`config.mk`:
```
export PLATFORM = sky130hd
export DESIGN_NAME = coproc_scheduler
export DESIGN_NICKNAME = d
export VERILOG_FILES = /design/src/rtl/coproc_scheduler.sv
export SDC_FILE = /design/constraint.sdc
export NUM_CORES = 1
export LEC_CHECK = 0
export BUFFER_PORTS_ARGS = -buffer_cell sky130_fd_sc_hd__buf_2
export CAP_MARGIN = 10
export CORE_AREA = 2 2 93 95
export DETAILED_ROUTE_END_ITERATION = 12
export DIE_AREA = 0 0 95 97
export GPL_ROUTABILITY_DRIVEN = 0
export HOLD_SLACK_MARGIN = 0.02
export PLACE_DENSITY = 0.87
export SLEW_MARGIN = 20
export SYNTH_ARGS = -nofsm -noshare
export SYNTH_HDL_FRONTEND = slang
export SYNTH_SLANG_ARGS = --single-unit
```
`constraint.sdc`:
```
create_clock -name clk -period 2.71 [get_ports clk]
set_input_delay 0.271 -clock clk [delete_from_list [all_inputs] [get_ports clk]]
set_output_delay 0.271 -clock clk [all_outputs]
set_load 0.005 [all_outputs]
```
`src/rtl/coproc_scheduler.sv`:
```
`timescale 1ns/1ps
// ---------------------------------------------------------------------------
// coproc_scheduler
//
// Command scheduler in front of the coprocessor's resampling engines.
// Accepts one host command at a time. It can clear the framebuffer RAM
// first, then it pulses the start of the selected engine. While that engine
// runs, the scheduler muxes the engine's ROM/RAM bus onto the shared memories.
// At the end it reports completion with a one-cycle done pulse, or it
// reports an error code.
//
// Optional feature: define WATCHDOG_EN to add a RUN-state watchdog. The
// watchdog abandons an engine after TIMEOUT_CYCLES and reports error 2.
// In the default build (macro undefined) RUN waits indefinitely.
//
// Ports
//   clk, reset      single rising-edge clock, synchronous active-high reset
//   cmd_valid/ready host command handshake (ready only while idle)
//   cmd_op          engine index; values >= NUM_ENG are rejected (error 1)
//   cmd_zoom        zoom select, latched and forwarded on eng_zoom
//   cmd_clear       clear the framebuffer before starting the engine
//   cmd_abort       drop the current command (ignored while idle)
//   eng_start       one-hot, one-cycle start pulse to the selected engine
//   eng_zoom        latched zoom select
//   eng_done        per-engine done levels (a rising edge means finished)
//   eng_rom_addr,
//   eng_ram_addr,
//   eng_pixel,
//   eng_wren        per-engine memory buses, engine i in slice i
//   rom_addr,
//   ram_addr,
//   ram_data,
//   ram_wren        shared memory bus
//   busy            a command is in progress
//   done            one-cycle pulse on successful completion
//   error           sticky status: 0 ok, 1 illegal op, 2 timeout
// ---------------------------------------------------------------------------
module coproc_scheduler #(
    parameter int          NUM_ENG        = 4,
    parameter int          FB_WORDS       = 307200,
    parameter logic [7:0]  CLEAR_VALUE    = 8'h00,
    parameter logic [19:0] TIMEOUT_CYCLES = 20'hFFFFF
) (
    input  logic                  clk,
    input  logic                  reset,
    input  logic                  cmd_valid,
    output logic                  cmd_ready,
    input  logic [1:0]            cmd_op,
    input  logic [1:0]            cmd_zoom,
    input  logic                  cmd_clear,
    input  logic                  cmd_abort,
    output logic [NUM_ENG-1:0]    eng_start,
    output logic [1:0]            eng_zoom,
    input  logic [NUM_ENG-1:0]    eng_done,
    input  logic [NUM_ENG*15-1:0] eng_rom_addr,
    input  logic [NUM_ENG*19-1:0] eng_ram_addr,
    input  logic [NUM_ENG*8-1:0]  eng_pixel,
    input  logic [NUM_ENG-1:0]    eng_wren,
    output logic [14:0]           rom_addr,
    output logic [18:0]           ram_addr,
    output logic [7:0]            ram_data,
    output logic                  ram_wren,
    output logic                  busy,
    output logic                  done,
    output logic [1:0]            error
);

    localparam logic [2:0] ST_IDLE  = 3'd0;
    localparam logic [2:0] ST_CLEAR = 3'd1;
    localparam logic [2:0] ST_START = 3'd2;
    localparam logic [2:0] ST_RUN   = 3'd3;
    localparam logic [2:0] ST_DONE  = 3'd4;

    localparam logic [1:0]  ERR_NONE    = 2'd0;
    localparam logic [1:0]  ERR_ILLEGAL = 2'd1;
    localparam logic [18:0] CLR_LAST    = 19'(FB_WORDS - 1);

`ifdef WATCHDOG_EN
    localparam logic [1:0]  ERR_TIMEOUT = 2'd2;
    localparam logic [19:0] WD_LAST     = TIMEOUT_CYCLES - 20'd1;
`endif

    logic [2:0]         state;
    logic [1:0]         op_q;
    logic [1:0]         zoom_q;
    logic [1:0]         error_q;
    logic [18:0]        clr_cnt;
    logic               done_prev;
`ifdef WATCHDOG_EN
    logic [19:0]        wd_cnt;
`endif

    logic [NUM_ENG-1:0] op_onehot;
    logic               op_legal;
    logic               sel_done;
    logic               done_edge;
    logic [14:0]        sel_rom;
    logic [18:0]        sel_ram_addr;
    logic [7:0]         sel_pixel;
    logic               sel_wren;

    assign op_legal  = ({30'd0, cmd_op} < NUM_ENG);
    assign op_onehot = NUM_ENG'(1) << op_q;

    // Completion is the rising edge of the selected engine's done level.
    // done_prev tracks the selected engine every cycle. A level that was
    // already high before the start therefore never looks like an edge.
    assign sel_done  = |(eng_done & op_onehot);
    assign done_edge = sel_done & ~done_prev;

    // Select the active engine's bus. The select is one-hot, so at most one
    // slice passes. Unselected engines never reach the memories.
    // NOTE: every signal that always_comb assigns gets a default at the top.
    // Without those defaults, a path that skips an assignment infers a latch.
    always_comb begin
        sel_rom      = '0;
        sel_ram_addr = '0;
        sel_pixel    = '0;
        sel_wren     = 1'b0;
        for (int i = 0; i < NUM_ENG; i++) begin
            if (op_onehot[i]) begin
                sel_rom      = eng_rom_addr[15*i +: 15];
                sel_ram_addr = eng_ram_addr[19*i +: 19];
                sel_pixel    = eng_pixel[8*i +: 8];
                sel_wren     = eng_wren[i];
            end
        end
    end

    // Shared memory bus. The clear engine drives it in CLEAR and the selected
    // engine drives it in RUN with no register stage. In all other states
    // the bus is quiet.
    always_comb begin
        rom_addr = '0;
        ram_addr = '0;
        ram_data = '0;
        ram_wren = 1'b0;
        case (state)
            ST_CLEAR: begin
                ram_wren = 1'b1;
                ram_data = CLEAR_VALUE;
                ram_addr = clr_cnt;
            end
            ST_RUN: begin
                rom_addr = sel_rom;
                ram_addr = sel_ram_addr;
                ram_data = sel_pixel;
                ram_wren = sel_wren;
            end
            default: ;
        endcase
    end

    assign cmd_ready = (state == ST_IDLE);
    assign busy      = (state != ST_IDLE);
    assign done      = (state == ST_DONE);
    assign eng_start = (state == ST_START) ? op_onehot : '0;
    assign eng_zoom  = zoom_q;
    assign error     = error_q;

    // NOTE: sequential state uses non-blocking assignments only. With
    // blocking assignments, the order of the statements would decide
    // which flops see updated values.
    always_ff @(posedge clk) begin
        if (reset) begin
            state     <= ST_IDLE;
            op_q      <= '0;
            zoom_q    <= '0;
            error_q   <= ERR_NONE;
            clr_cnt   <= '0;
            done_prev <= 1'b0;
`ifdef WATCHDOG_EN
            wd_cnt    <= '0;
`endif
        end else begin
            done_prev <= sel_done;
            if (cmd_abort && state != ST_IDLE) begin
                // The engine keeps running. Its later done edge arrives
                // while idle, so it is never seen.
                state <= ST_IDLE;
            end else begin
                case (state)
                    ST_IDLE: begin
                        if (cmd_valid) begin
                            op_q    <= cmd_op;
                            zoom_q  <= cmd_zoom;
                            error_q <= ERR_NONE;
                            clr_cnt <= '0;
                            if (!op_legal)
                                error_q <= ERR_ILLEGAL;
                            else if (cmd_clear)
                                state <= ST_CLEAR;
                            else
                                state <= ST_START;
                        end
                    end
                    ST_CLEAR: begin
                        // The counter holds at the last word. It never wraps.
                        if (clr_cnt == CLR_LAST)
                            state <= ST_START;
                        else
                            clr_cnt <= clr_cnt + 19'd1;
                    end
                    ST_START: begin
                        state <= ST_RUN;
`ifdef WATCHDOG_EN
                        wd_cnt <= '0;
`endif
                    end
                    ST_RUN: begin
                        // If a done edge arrives on the timeout cycle, the
                        // command still counts as a success.
                        if (done_edge) begin
                            state <= ST_DONE;
                        end
`ifdef WATCHDOG_EN
                        else if (wd_cnt == WD_LAST) begin
                            state   <= ST_IDLE;
                            error_q <= ERR_TIMEOUT;
                        end else begin
                            wd_cnt <= wd_cnt + 20'd1;
                        end
`endif
                    end
                    ST_DONE: state <= ST_IDLE;
                    default: state <= ST_IDLE;
                endcase
            end
        end
    end

endmodule

```
==> flow_metrics.py, run 1 <==
metrics = {
    "grt": {
        "grt_max_degree": 40,
        "grt_pass1_vias": 3589,
        "antenna_found_initial": 1,
        "grt_overflow_total": 0,
        "grt_pass1_wl_um": 18630,
        "grtUsageTotal_pct": 25.73,
    },
    "logic_synthesis": {
        "synth-edff-count": 0,
        "ys_types": 58,
        "yosys.area.top_type_share_pct": 33.04,
        "seq_area_frac_synth_pct": 18.02,
        "ys_ff_latch": 27,
        "ys.flop_type": "dfxtp_1",
        "avgSynthCellArea_sq_um": 9.866,
        "netlist_area_sq_um": 2999,
        "synth_warnings": 0,
        "netlist_instances": 304,
        "synthTopCellsByArea": "mux4_2 33%, dfxtp_1 18%, and2_1 5.4%",
        "synth-async-reset-ratio_pct": 0,
        "synth_top_area_cell": "mux4_2",
    },
    "cells_and_area": {
        "drive_gt1_share_pct": 60.54,
        "synthToLayoutAreaGrowth_pct": 43.85,
        "fin_nets": 709,
        "fill_cells": 728,
        "seq_area_sq_um": 545.5,
        "multi_input_area_sq_um": 2272,
        "postLayoutCoreUtil_pct": 53.04,
    },
    "floorplan": {
        "ioPinCount": 239,
        "start_util_pct": 36.87,
        "die-height_um": 97,
        "die_area_sq_um": 9215,
        "core_area_sq_um": 8134,
        "rows": 33,
        "dieWidth_um": 95,
    },
    "min_path": {
        "hold_path.startpoint": "cmd_op[0]",
        "min_path_type": "in -> reg",
    },
    "power_and_ir_drop": {
        "cell_internal_pwr_mw": 0.9187,
        "p_switching_mw": 0.5398,
        "p_per_area_nw_per_um2": 338.1,
        "switching_share_pct": 37.01,
        "vdd_drop_max_v": 0.0001602,
        "leakagePower_nw": 1.918,
        "power_frac_clock_pct": 16.2,
        "p_comb_share_pct": 51.1,
        "seqPwrFrac_pct": 32.7,
    },
    "drt": {
        "wl_per_cell_um": 18.98,
        "ant_nets": 0,
        "firstDrtPassIters": 5,
        "drt-initial-drc-count": 386,
        "vias": 3621,
        "via_per_inst": 5.766,
        "wirelength_um": 11920,
        "drc_errors": 0,
    },
    "run": {
        "cap_viol_max_count": 0,
    },
    "timing": {
        "setup_viol_count_final": 0,
        "slew_viol_final": 0,
        "skew_ns": 0.002993,
        "min_period_over_period_pct": 86.72,
        "setup_tns_ns": 0,
        "fin_crit_ns": 2.350,
        "hold_viol": 0,
        "grt_setup_unrepaired": "false",
        "relSlewSlack_pct": 57.07,
        "tightest_slew_ns": 0.6380,
        "max_freq_mhz": 425.5,
    },
    "setup_path": {
        "max_stage_delay_ns": 0.71,
        "start_kind": "flip-flop",
        "required_ns": 2.44,
        "critPathLaunch": "op_q[0]$_SDFFE_PP0P_",
        "critPathKind": "reg -> out",
        "regToRegStartpoint": "clr_cnt[0]$_SDFFE_PP0P_",
        "worstPathArrival_ns": 2.08,
        "cp_max_fo": 31,
        "cpMaxStageDelayCell": "dfxtp_4",
        "path_cells": "buf_4 > mux4_2 > a22o_1 > buf_2",
        "worst_setup_path_end_kind": "output port",
    },
    "clock_network": {
        "cts_tree": "yes",
        "clockBufferDepth": 2,
        "clk-insertion-delay-late_ns": 0.28,
        "postCtsSetupBuffers": 0,
        "clk_pin_slew_ns": 0.09,
        "cts_made_buffers": 3,
        "htreeDepth": 1,
        "cts-resized-gates": 0,
        "holdBufCountCts": 0,
        "clock-root-buffer": "clkbuf_8",
        "clock_sink_count": 27,
    },
    "placement": {
        "io_buffers": 236,
        "dpl.hpwl_um": 9864,
    },
    "run_status": {
        "status": "finished clean",
    },
}
-- routing by layer --
metal	up-vias	GRT usage (%)	part of all wire [%]
met1	1749	31.21	36
met3	31	5.218	8.1
met5	-	0	0
met4	0	7.246	2.5
li1	1634	-	-
met2	207	45.50	53
-- power by group through the flow --
stage	Clock (mW)	Combinational, mW	Sequential [mW]
global placement	0	0.719	0.485
finish	0.236	0.745	0.477
global route	0.253	0.797	0.488
detailed placement	0	0.739	0.487
CTS	0.240	0.740	0.478
floorplan	0	0.504	0.436
-- worst max-delay path: cells and delay by family, from the launching register on --
kind,cells,cell delay [ns]
multiplexers,1,0.50
AO/OA/AOI/OAI,1,0.19
buffers and inverters,2,0.38
flip-flops,1,0.71
-- cell usage after synthesis (all sizes together) (11+ instances only) --
cell and n:
a21oi 20, a22o 14, and2 26, buf 17
clkbuf 13, dfxtp 27, inv 12, mux4 44
nand2 31, nand3 12, nor2 11, o21ai 16
-- worst paths after layout --
path	endpoint	slack [ns]	depth (start not counted)
worst max-delay path	ram_addr[6]	0.36	4
worst min-delay path	op_q[0]$_SDFFE_PP0P_	0.21	3
worst max register to register	clr_cnt[3]$_SDFFE_PP0P_	0.45	6
worst min register to register	eng_zoom[0]$_SDFFE_PP0P_	0.46	2
-- state kept, by name, indices dropped and copies added (netlist names) --
name and count:
clr_cnt 19, done_prev 1, eng_zoom 2, op_q 2, state 3
-- layout by cell type (no fill, tap or decap), types with 7 or more instances in the layout --
cell type and instances:
nand3_1 11, inv_1 11, a21oi_1 17, nor2_1 10, buf_2 236, dfxtp_1 25
nand2_1 30, mux4_2 44, and2_1 26, nor3_1 7, a22o_1 14, o21ai_0 12
-- cell families (layout without fill, tap and decap cells) --
family	Yosys count	in the layout	synth area share [%]
AND/OR/NAND/NOR	110	110	20.78
AO/OA/AOI/OAI	79	79	21.28
multiplexers	44	44	33.04
buffers and inverters	42	259	6.341
flip-flops	27	27	18.02
adder cells (fa/ha/maj)	1	1	0.4171
other	1	3	0.1250
-- area by class of cell --
cell class,count,area share [%]
inverter,12,1.044
multi-input combinational,236,52.67
timing repair buffer,243,29.47
clock buffer,3,0.9571
clock inverter,1,0.1160
sequential,27,12.64
antenna,1,0.05800
tap,105,3.045
-- per-stage QoR --
step / setup WS (ns) / total power, mW / cell area (sq um) / hold slack, ns / cells
6_report: 0.3600 / 1.459 / 4314 / 0.2114 / 628
3_3_place_gp: 0.6113 / 1.204 / 4265 / 0.4445 / 623
3_5_place_dp: 0.4634 / 1.226 / 4265 / 0.4483 / 623
5_1_grt: 0.2276 / 1.538 / 4312 / 0.2110 / 627
2_1_floorplan: 0.8056 / 0.9403 / 3003 / 0.4070 / 305
4_1_cts: 0.3382 / 1.458 / 4312 / 0.2094 / 627
No activity file was read; power rests on OpenSTA's default activity.
==> run 2, diff against run 1 <==
CORE_AREA = 2 2 113 115   (was 2 2 93 95)
DIE_AREA = 0 0 115 117   (was 0 0 95 97)
PLACE_DENSITY = 0.66   (was 0.87)
clock period = 2.8 ns   (was 2.71 ns; I/O delays follow)
==> flow_metrics.py, run 2 (same netlist as run 1, synthesis figures left out) <==
metrics = {
    "min_path": {
        "hold_end": "eng_zoom[1]$_SDFFE_PP0P_",
        "min_path_cells": 3,
        "hold_path.startpoint": "cmd_zoom[1]",
        "min_path_type": "in -> reg",
    },
    "clock_network": {
        "clock-root-buffer": "clkbuf_16",
        "cts_tree": "yes",
        "holdBufCountCts": 0,
        "postCtsSetupBuffers": 0,
        "htreeDepth": 1,
        "clk_pin_slew_ns": 0.07,
        "clock_sink_count": 27,
        "cts-resized-gates": 0,
        "clk-insertion-delay-late_ns": 0.27,
        "cts_made_buffers": 3,
        "clockBufferDepth": 2,
    },
    "grt": {
        "grtUsageTotal_pct": 16.99,
        "grt_pass1_vias": 3385,
        "grt_overflow_total": 0,
        "antenna_found_initial": 0,
        "grt_max_degree": 42,
        "grt_pass1_wl_um": 17820,
    },
    "timing": {
        "fin_ws_ns": 0.5234,
        "max_freq_mhz": 439.3,
        "grt_setup_unrepaired": "false",
        "tightest_slew_ns": 0.5909,
        "min_period_over_period_pct": 81.31,
        "relSlewSlack_pct": 60.60,
        "setup_tns_ns": 0,
        "hold_viol": 0,
        "setup_viol_count_final": 0,
        "fin_crit_ns": 2.277,
        "skew_ns": 0.006241,
        "slew_viol_final": 0,
    },
    "floorplan": {
        "ioPinCount": 239,
        "core_area_sq_um": 12310,
        "start_util_pct": 24.36,
        "rows": 41,
        "die_area_sq_um": 13460,
        "die-height_um": 117,
        "dieWidth_um": 115,
    },
    "setup_path": {
        "crit_family": "flip-flops",
        "required_ns": 2.52,
        "cpMaxStageDelayCell": "dfxtp_4",
        "critPathKind": "reg -> out",
        "crit_buf_inv": 2,
        "r2r-end": "clr_cnt[18]$_SDFFE_PP0P_",
        "worstPathArrival_ns": 2.00,
        "ff2ff_path_depth": 7,
        "cp_max_fo": 21,
        "path_cells": "buf_12 > mux4_2 > a22o_1 > buf_2",
        "reg2reg_slack_ns": 0.59,
        "worst_setup_path_end_kind": "output port",
        "start_kind": "flip-flop",
        "max_stage_delay_ns": 0.57,
        "regToRegStartpoint": "clr_cnt[0]$_SDFFE_PP0P_",
    },
    "cells_and_area": {
        "layout_commonest_cell": "buf_2",
        "drive_gt1_share_pct": 60.61,
        "fin_nets": 710,
        "layout_common_cells": "236 x buf_2, 44 x mux4_2, 30 x nand2_1",
        "fill_cells": 1283,
        "synthToLayoutAreaGrowth_pct": 46.18,
        "largest_register_ffs": 19,
        "largestRegisters": "clr_cnt (19), state (3)",
        "top_register": "clr_cnt",
        "final_cells": 673,
        "insertedDiodeCount": 0,
    },
    "drt": {
        "firstDrtPassIters": 5,
        "wl_per_cell_um": 18.48,
        "ant_nets": 0,
        "drt-initial-drc-count": 124,
        "via_per_inst": 5.175,
        "wirelength_um": 12440,
        "drc_errors": 0,
        "vias": 3483,
    },
    "power_and_ir_drop": {
        "p_comb_share_pct": 48.3,
        "cell_internal_pwr_mw": 0.9797,
        "seqPwrFrac_pct": 29.6,
        "switching_share_pct": 35.53,
        "vdd_drop_max_v": 0.0002661,
        "leakagePower_nw": 1.932,
        "power_frac_clock_pct": 22.1,
        "p_switching_mw": 0.5398,
        "p_per_area_nw_per_um2": 346.6,
    },
    "run": {
        "cap_viol_max_count": 0,
    },
    "run_status": {
        "status": "finished clean",
    },
    "placement": {
        "dp.cells": 669,
        "io_buffers": 236,
        "dpl.hpwl_um": 10570,
        "pre_cts_slack_ns": 0.6376,
    },
}
-- run 2: cell types whose count changed in the layout (fill, tap and decap cells not counted), sizes merged --
cell	previous run	this run
buf	243	244
diode	1	0
-- run 2: final cells by class --
cell class                 instances  area (sq um)  area share, %
clock buffer                       3         75.07          1.712
clock inverter                     1         5.005         0.1142
inverter                          12         45.04          1.027
multi-input combinational        236          2272          51.83
sequential                        27         545.5          12.44
tap                              150         187.7          4.281
timing repair buffer             244          1254          28.60
-- run 2: power groups by stage --
stage,combinational (mW),clock [mW],sequential [mW]
2_1_floorplan,0.488,0,0.422
3_3_place_gp,0.724,0,0.457
3_5_place_dp,0.737,0,0.460
4_1_cts,0.739,0.340,0.451
5_1_grt,0.795,0.357,0.456
6_report,0.734,0.336,0.450
-- run 2: layer usage --
metal  part of all wire [%]  vias up  global-route usage [%]
met5                      0        -                       0
met4                    2.1        0                   5.301
met3                    6.4       16                   2.729
met2                     54      157                   30.78
met1                     38     1680                   20.73
li1                       -     1630                       -
-- run 2: tightest hold or removal path, delay by kind of cell --
family          cells  cell delay, ns
compound gates      1            0.05
simple gates        1            0.05
buf+inv             1            0.09
-- run 2: through the flow --
stage / hold WS, ns / util [%] / power [mW] / instance area, sq um
floorplan: 0.4160 / - / 0.9101 / 3003
global placement: 0.4417 / 34.96 / 1.182 / 4304
detailed placement: 0.4440 / 34.96 / 1.197 / 4304
CTS: 0.2438 / 35.61 / 1.530 / 4384
global route: 0.2482 / 35.61 / 1.609 / 4384
finish: 0.2465 / 35.61 / 1.519 / 4384
-- run 2: worst max path at each step --
stage / from / to / slack [ns] / cells after the start
after floorplan: op_q[0]$_SDFFE_PP0P_ / ram_addr[10] / 0.89 / 3
after global placement: clr_cnt[0]$_SDFFE_PP0P_ / clr_cnt[18]$_SDFFE_PP0P_ / 0.70 / 7
after detailed placement: clr_cnt[1]$_SDFFE_PP0P_ / clr_cnt[15]$_SDFFE_PP0P_ / 0.64 / 7
after CTS: op_q[0]$_SDFFE_PP0P_ / ram_addr[16] / 0.50 / 4
after global routing: op_q[0]$_SDFFE_PP0P_ / ram_addr[9] / 0.41 / 4
final: op_q[0]$_SDFFE_PP0P_ / ram_addr[9] / 0.52 / 4
==> run 3, diff against run 2 <==
ABC_AREA = 1   (was unset)
CORE_AREA = 2 2 116 118   (was 2 2 113 115)
DIE_AREA = 0 0 118 120   (was 0 0 115 117)
PLACE_DENSITY = 0.65   (was 0.66)
clock period = 2.3 ns   (was 2.8 ns; I/O delays follow)
==> flow_metrics.py, run 3 <==
metrics = {
    "cells_and_area": {
        "fill_cells": 1502,
        "seq_area_sq_um": 540.5,
        "largestRegisters": "clr_cnt (19), state (3)",
        "postLayoutCoreUtil_pct": 35.85,
        "fin_nets": 992,
        "fin_area_sq_um": 4653,
        "synthToLayoutAreaGrowth_pct": 45.79,
        "drive_gt1_share_pct": 35.28,
        "layout_commonest_cell": "buf_2",
        "largest_register_ffs": 19,
        "multi_input_area_sq_um": 2253,
        "top_register": "clr_cnt",
        "layout_common_cells": "236 x buf_2, 104 x nand2_1, 97 x nor2_1",
    },
    "clock_network": {
        "cts_made_buffers": 3,
        "clock_sink_count": 27,
        "clk_pin_slew_ns": 0.07,
        "clock-root-buffer": "clkbuf_16",
        "postCtsSetupBuffers": 0,
        "clk-insertion-delay-late_ns": 0.27,
        "cts_tree": "yes",
        "clockBufferDepth": 2,
        "htreeDepth": 1,
    },
    "floorplan": {
        "dieWidth_um": 118,
        "rows": 42,
        "core_area_sq_um": 12980,
        "die-height_um": 120,
        "start_util_pct": 24.59,
        "die_area_sq_um": 14160,
        "ioPinCount": 239,
    },
    "setup_path": {
        "ff2ff_path_depth": 11,
        "required_ns": 2.07,
        "critPathKind": "reg -> out",
        "start_kind": "flip-flop",
        "cp_max_fo": 30,
        "reg2reg_slack_ns": 0.43,
        "regToRegStartpoint": "clr_cnt[0]$_SDFFE_PP0P_",
        "endpoint": "ram_addr[17]",
        "worst_setup_path_end_kind": "output port",
        "critPathLaunch": "op_q[1]$_SDFFE_PP0P_",
        "r2r-end": "clr_cnt[13]$_SDFFE_PP0P_",
        "worstPathArrival_ns": 1.92,
    },
    "logic_synthesis": {
        "muxShareOfSynthArea_pct": 0,
        "synth_top_area_cell": "dfxtp_1",
        "synth-edff-count": 0,
        "ys_ff_latch": 27,
        "synthTopCellsByArea": "dfxtp_1 17%, nand3_1 13%, nand2_1 12%",
        "yosys.area.top_type_share_pct": 16.93,
        "synth_top_family_by_area": "simple AND/OR/NAND/NOR gates",
        "synthXorXnorAreaFrac_pct": 0.8232,
        "avgSynthCellArea_sq_um": 5.475,
        "netlist_instances": 583,
        "seq_area_frac_synth_pct": 16.93,
        "synth_warnings": 0,
        "ys_types": 37,
        "synth_commonest_cells": "105 x nand2_1, 97 x nor2_1, 80 x nand3_1, 67 x o21ai_0, 51 x inv_1",
        "netlist_area_sq_um": 3192,
        "synth_simple_gate_area_share_pct": 42.92,
        "synth_compound_area_share_pct": 26.15,
        "synth-async-reset-ratio_pct": 0,
        "synth_fa_ha_area_share_pct": 0.3920,
        "yosysMostFrequentCell": "nand2_1",
        "ys.flop_type": "dfxtp_1",
    },
    "grt": {
        "grt_max_degree": 50,
        "grt_pass1_wl_um": 23900,
        "antenna_found_initial": 2,
        "grt_overflow_total": 0,
        "grtUsageTotal_pct": 20.80,
        "grt_pass1_vias": 4643,
    },
    "run_status": {
        "status": "finished clean",
    },
    "run": {
        "cap_viol_max_count": 0,
    },
    "power_and_ir_drop": {
        "leakagePower_nw": 2.426,
        "p_per_area_nw_per_um2": 523.3,
        "total_power_mw": 2.435,
        "seqPwrFrac_pct": 24.6,
        "p_switching_mw": 1.126,
        "switching_share_pct": 46.23,
        "p_comb_share_pct": 58.3,
        "power_frac_clock_pct": 17.1,
        "cell_internal_pwr_mw": 1.309,
        "vdd_drop_max_v": 0.0002581,
    },
    "drt": {
        "drc_errors": 0,
        "wirelength_um": 14980,
        "wl_per_cell_um": 15.25,
        "ant_nets": 0,
        "drt-initial-drc-count": 303,
        "via_per_inst": 4.878,
        "vias": 4790,
        "firstDrtPassIters": 5,
    },
    "placement": {
        "io_buffers": 236,
        "dpl_cell_area_sq_um": 4559,
        "pre_cts_slack_ns": 0.3209,
        "dpl.hpwl_um": 12120,
    },
    "timing": {
        "grt_setup_unrepaired": "false",
        "setup_viol_count_final": 0,
        "slew_viol_final": 0,
        "min_period_over_period_pct": 93.49,
        "setup_tns_ns": 0,
        "skew_ns": 0.009461,
        "max_freq_mhz": 465.1,
        "fin_ws_ns": 0.1497,
        "hold_viol": 0,
        "fin_crit_ns": 2.150,
    },
    "min_path": {
        "hold_path.startpoint": "cmd_zoom[1]",
        "min_path_type": "in -> reg",
    },
}
[run 3: cell count changes in the layout (fill, tap and decap cells not counted), sizes merged, moves of 14 or more]
| cell | before | now |
|---|---|---|
| o211ai | 1 | 19 |
| a22o | 14 | 0 |
| nand2 | 31 | 109 |
| nand3 | 12 | 84 |
| inv | 12 | 55 |
| and2 | 26 | 0 |
| mux4 | 44 | 0 |
| o22ai | 1 | 28 |
| o21ai | 16 | 67 |
| nor2 | 11 | 103 |
[run 3: worst max-delay path: stages (launching register included)]
cell     delay [ns]
dfxtp_1        0.33
inv_1          0.05
buf_4          0.23
nand2_1        0.12
buf_6          0.21
o22ai_1        0.09
o21ai_0        0.13
o21ai_0        0.12
o22ai_1        0.19
buf_2          0.18
[run 3: layout make-up]
class / count / share of cell area [%]
antenna: 1 / 0.05378
clock buffer: 3 / 1.613
clock inverter: 1 / 0.1076
inverter: 57 / 4.679
multi-input combinational: 461 / 48.43
sequential: 27 / 11.62
tap: 176 / 4.732
timing repair buffer: 256 / 28.77
[run 3: repair_timing]
action / CTS / global route
resized for setup: 0 / 3
hold buffers: 0 / 0
hold endpoints to repair: 0 / 0
endpoints found under the setup margin: 0 / 5
[run 3: power by group through the flow]
stage / Combinational [mW] / Sequential, mW / Clock (mW)
after global placement: 1.40 / 0.607 / 0
final: 1.42 / 0.600 / 0.416
after global routing: 1.61 / 0.609 / 0.444
after detailed placement: 1.41 / 0.609 / 0
after floorplan: 0.887 / 0.590 / 0
after CTS: 1.42 / 0.598 / 0.429
[run 3: worst min-delay path by stage]
stage / to / slack, ns / depth (start not counted)
global route: eng_zoom[0]$_SDFFE_PP0P_ / 0.26 / 3
global placement: eng_zoom[1]$_SDFFE_PP0P_ / 0.45 / 2
detailed placement: eng_zoom[0]$_SDFFE_PP0P_ / 0.46 / 2
finish: eng_zoom[1]$_SDFFE_PP0P_ / 0.24 / 3
floorplan: eng_zoom[0]$_SDFFE_PP0P_ / 0.30 / 1
CTS: eng_zoom[1]$_SDFFE_PP0P_ / 0.24 / 3
[run 3: per-layer routing]
metal / routed length (um) / share of wire (%) / GRT usage (%) / up-vias
li1: - / - / - / 2412
met1: 6442 / 43 / 26.20 / 2141
met2: 7104 / 47 / 36.37 / 212
met3: 1162 / 7.8 / 4.373 / 23
met4: 250 / 1.7 / 4.744 / 2
met5: 16 / 0.11 / 0 / -
[run 3: logic make-up after synthesis]
logic type / Yosys count
other: 1
buffers and inverters: 96
DFF: 27
and+or+nand+nor: 312
adders and majority gates: 1
AOI/OAI and AO/OA: 143
xor gates and xnor gates: 3
[run 3: metrics by stage]
| step | hold WS (ns) | cells |
|---|---|---|
| 3_3_place_gp | 0.4549 | 977 |
| 6_report | 0.2381 | 982 |
| 3_5_place_dp | 0.4571 | 977 |
| 5_1_grt | 0.2635 | 982 |
| 4_1_cts | 0.2402 | 981 |
| 2_1_floorplan | 0.2991 | 584 |
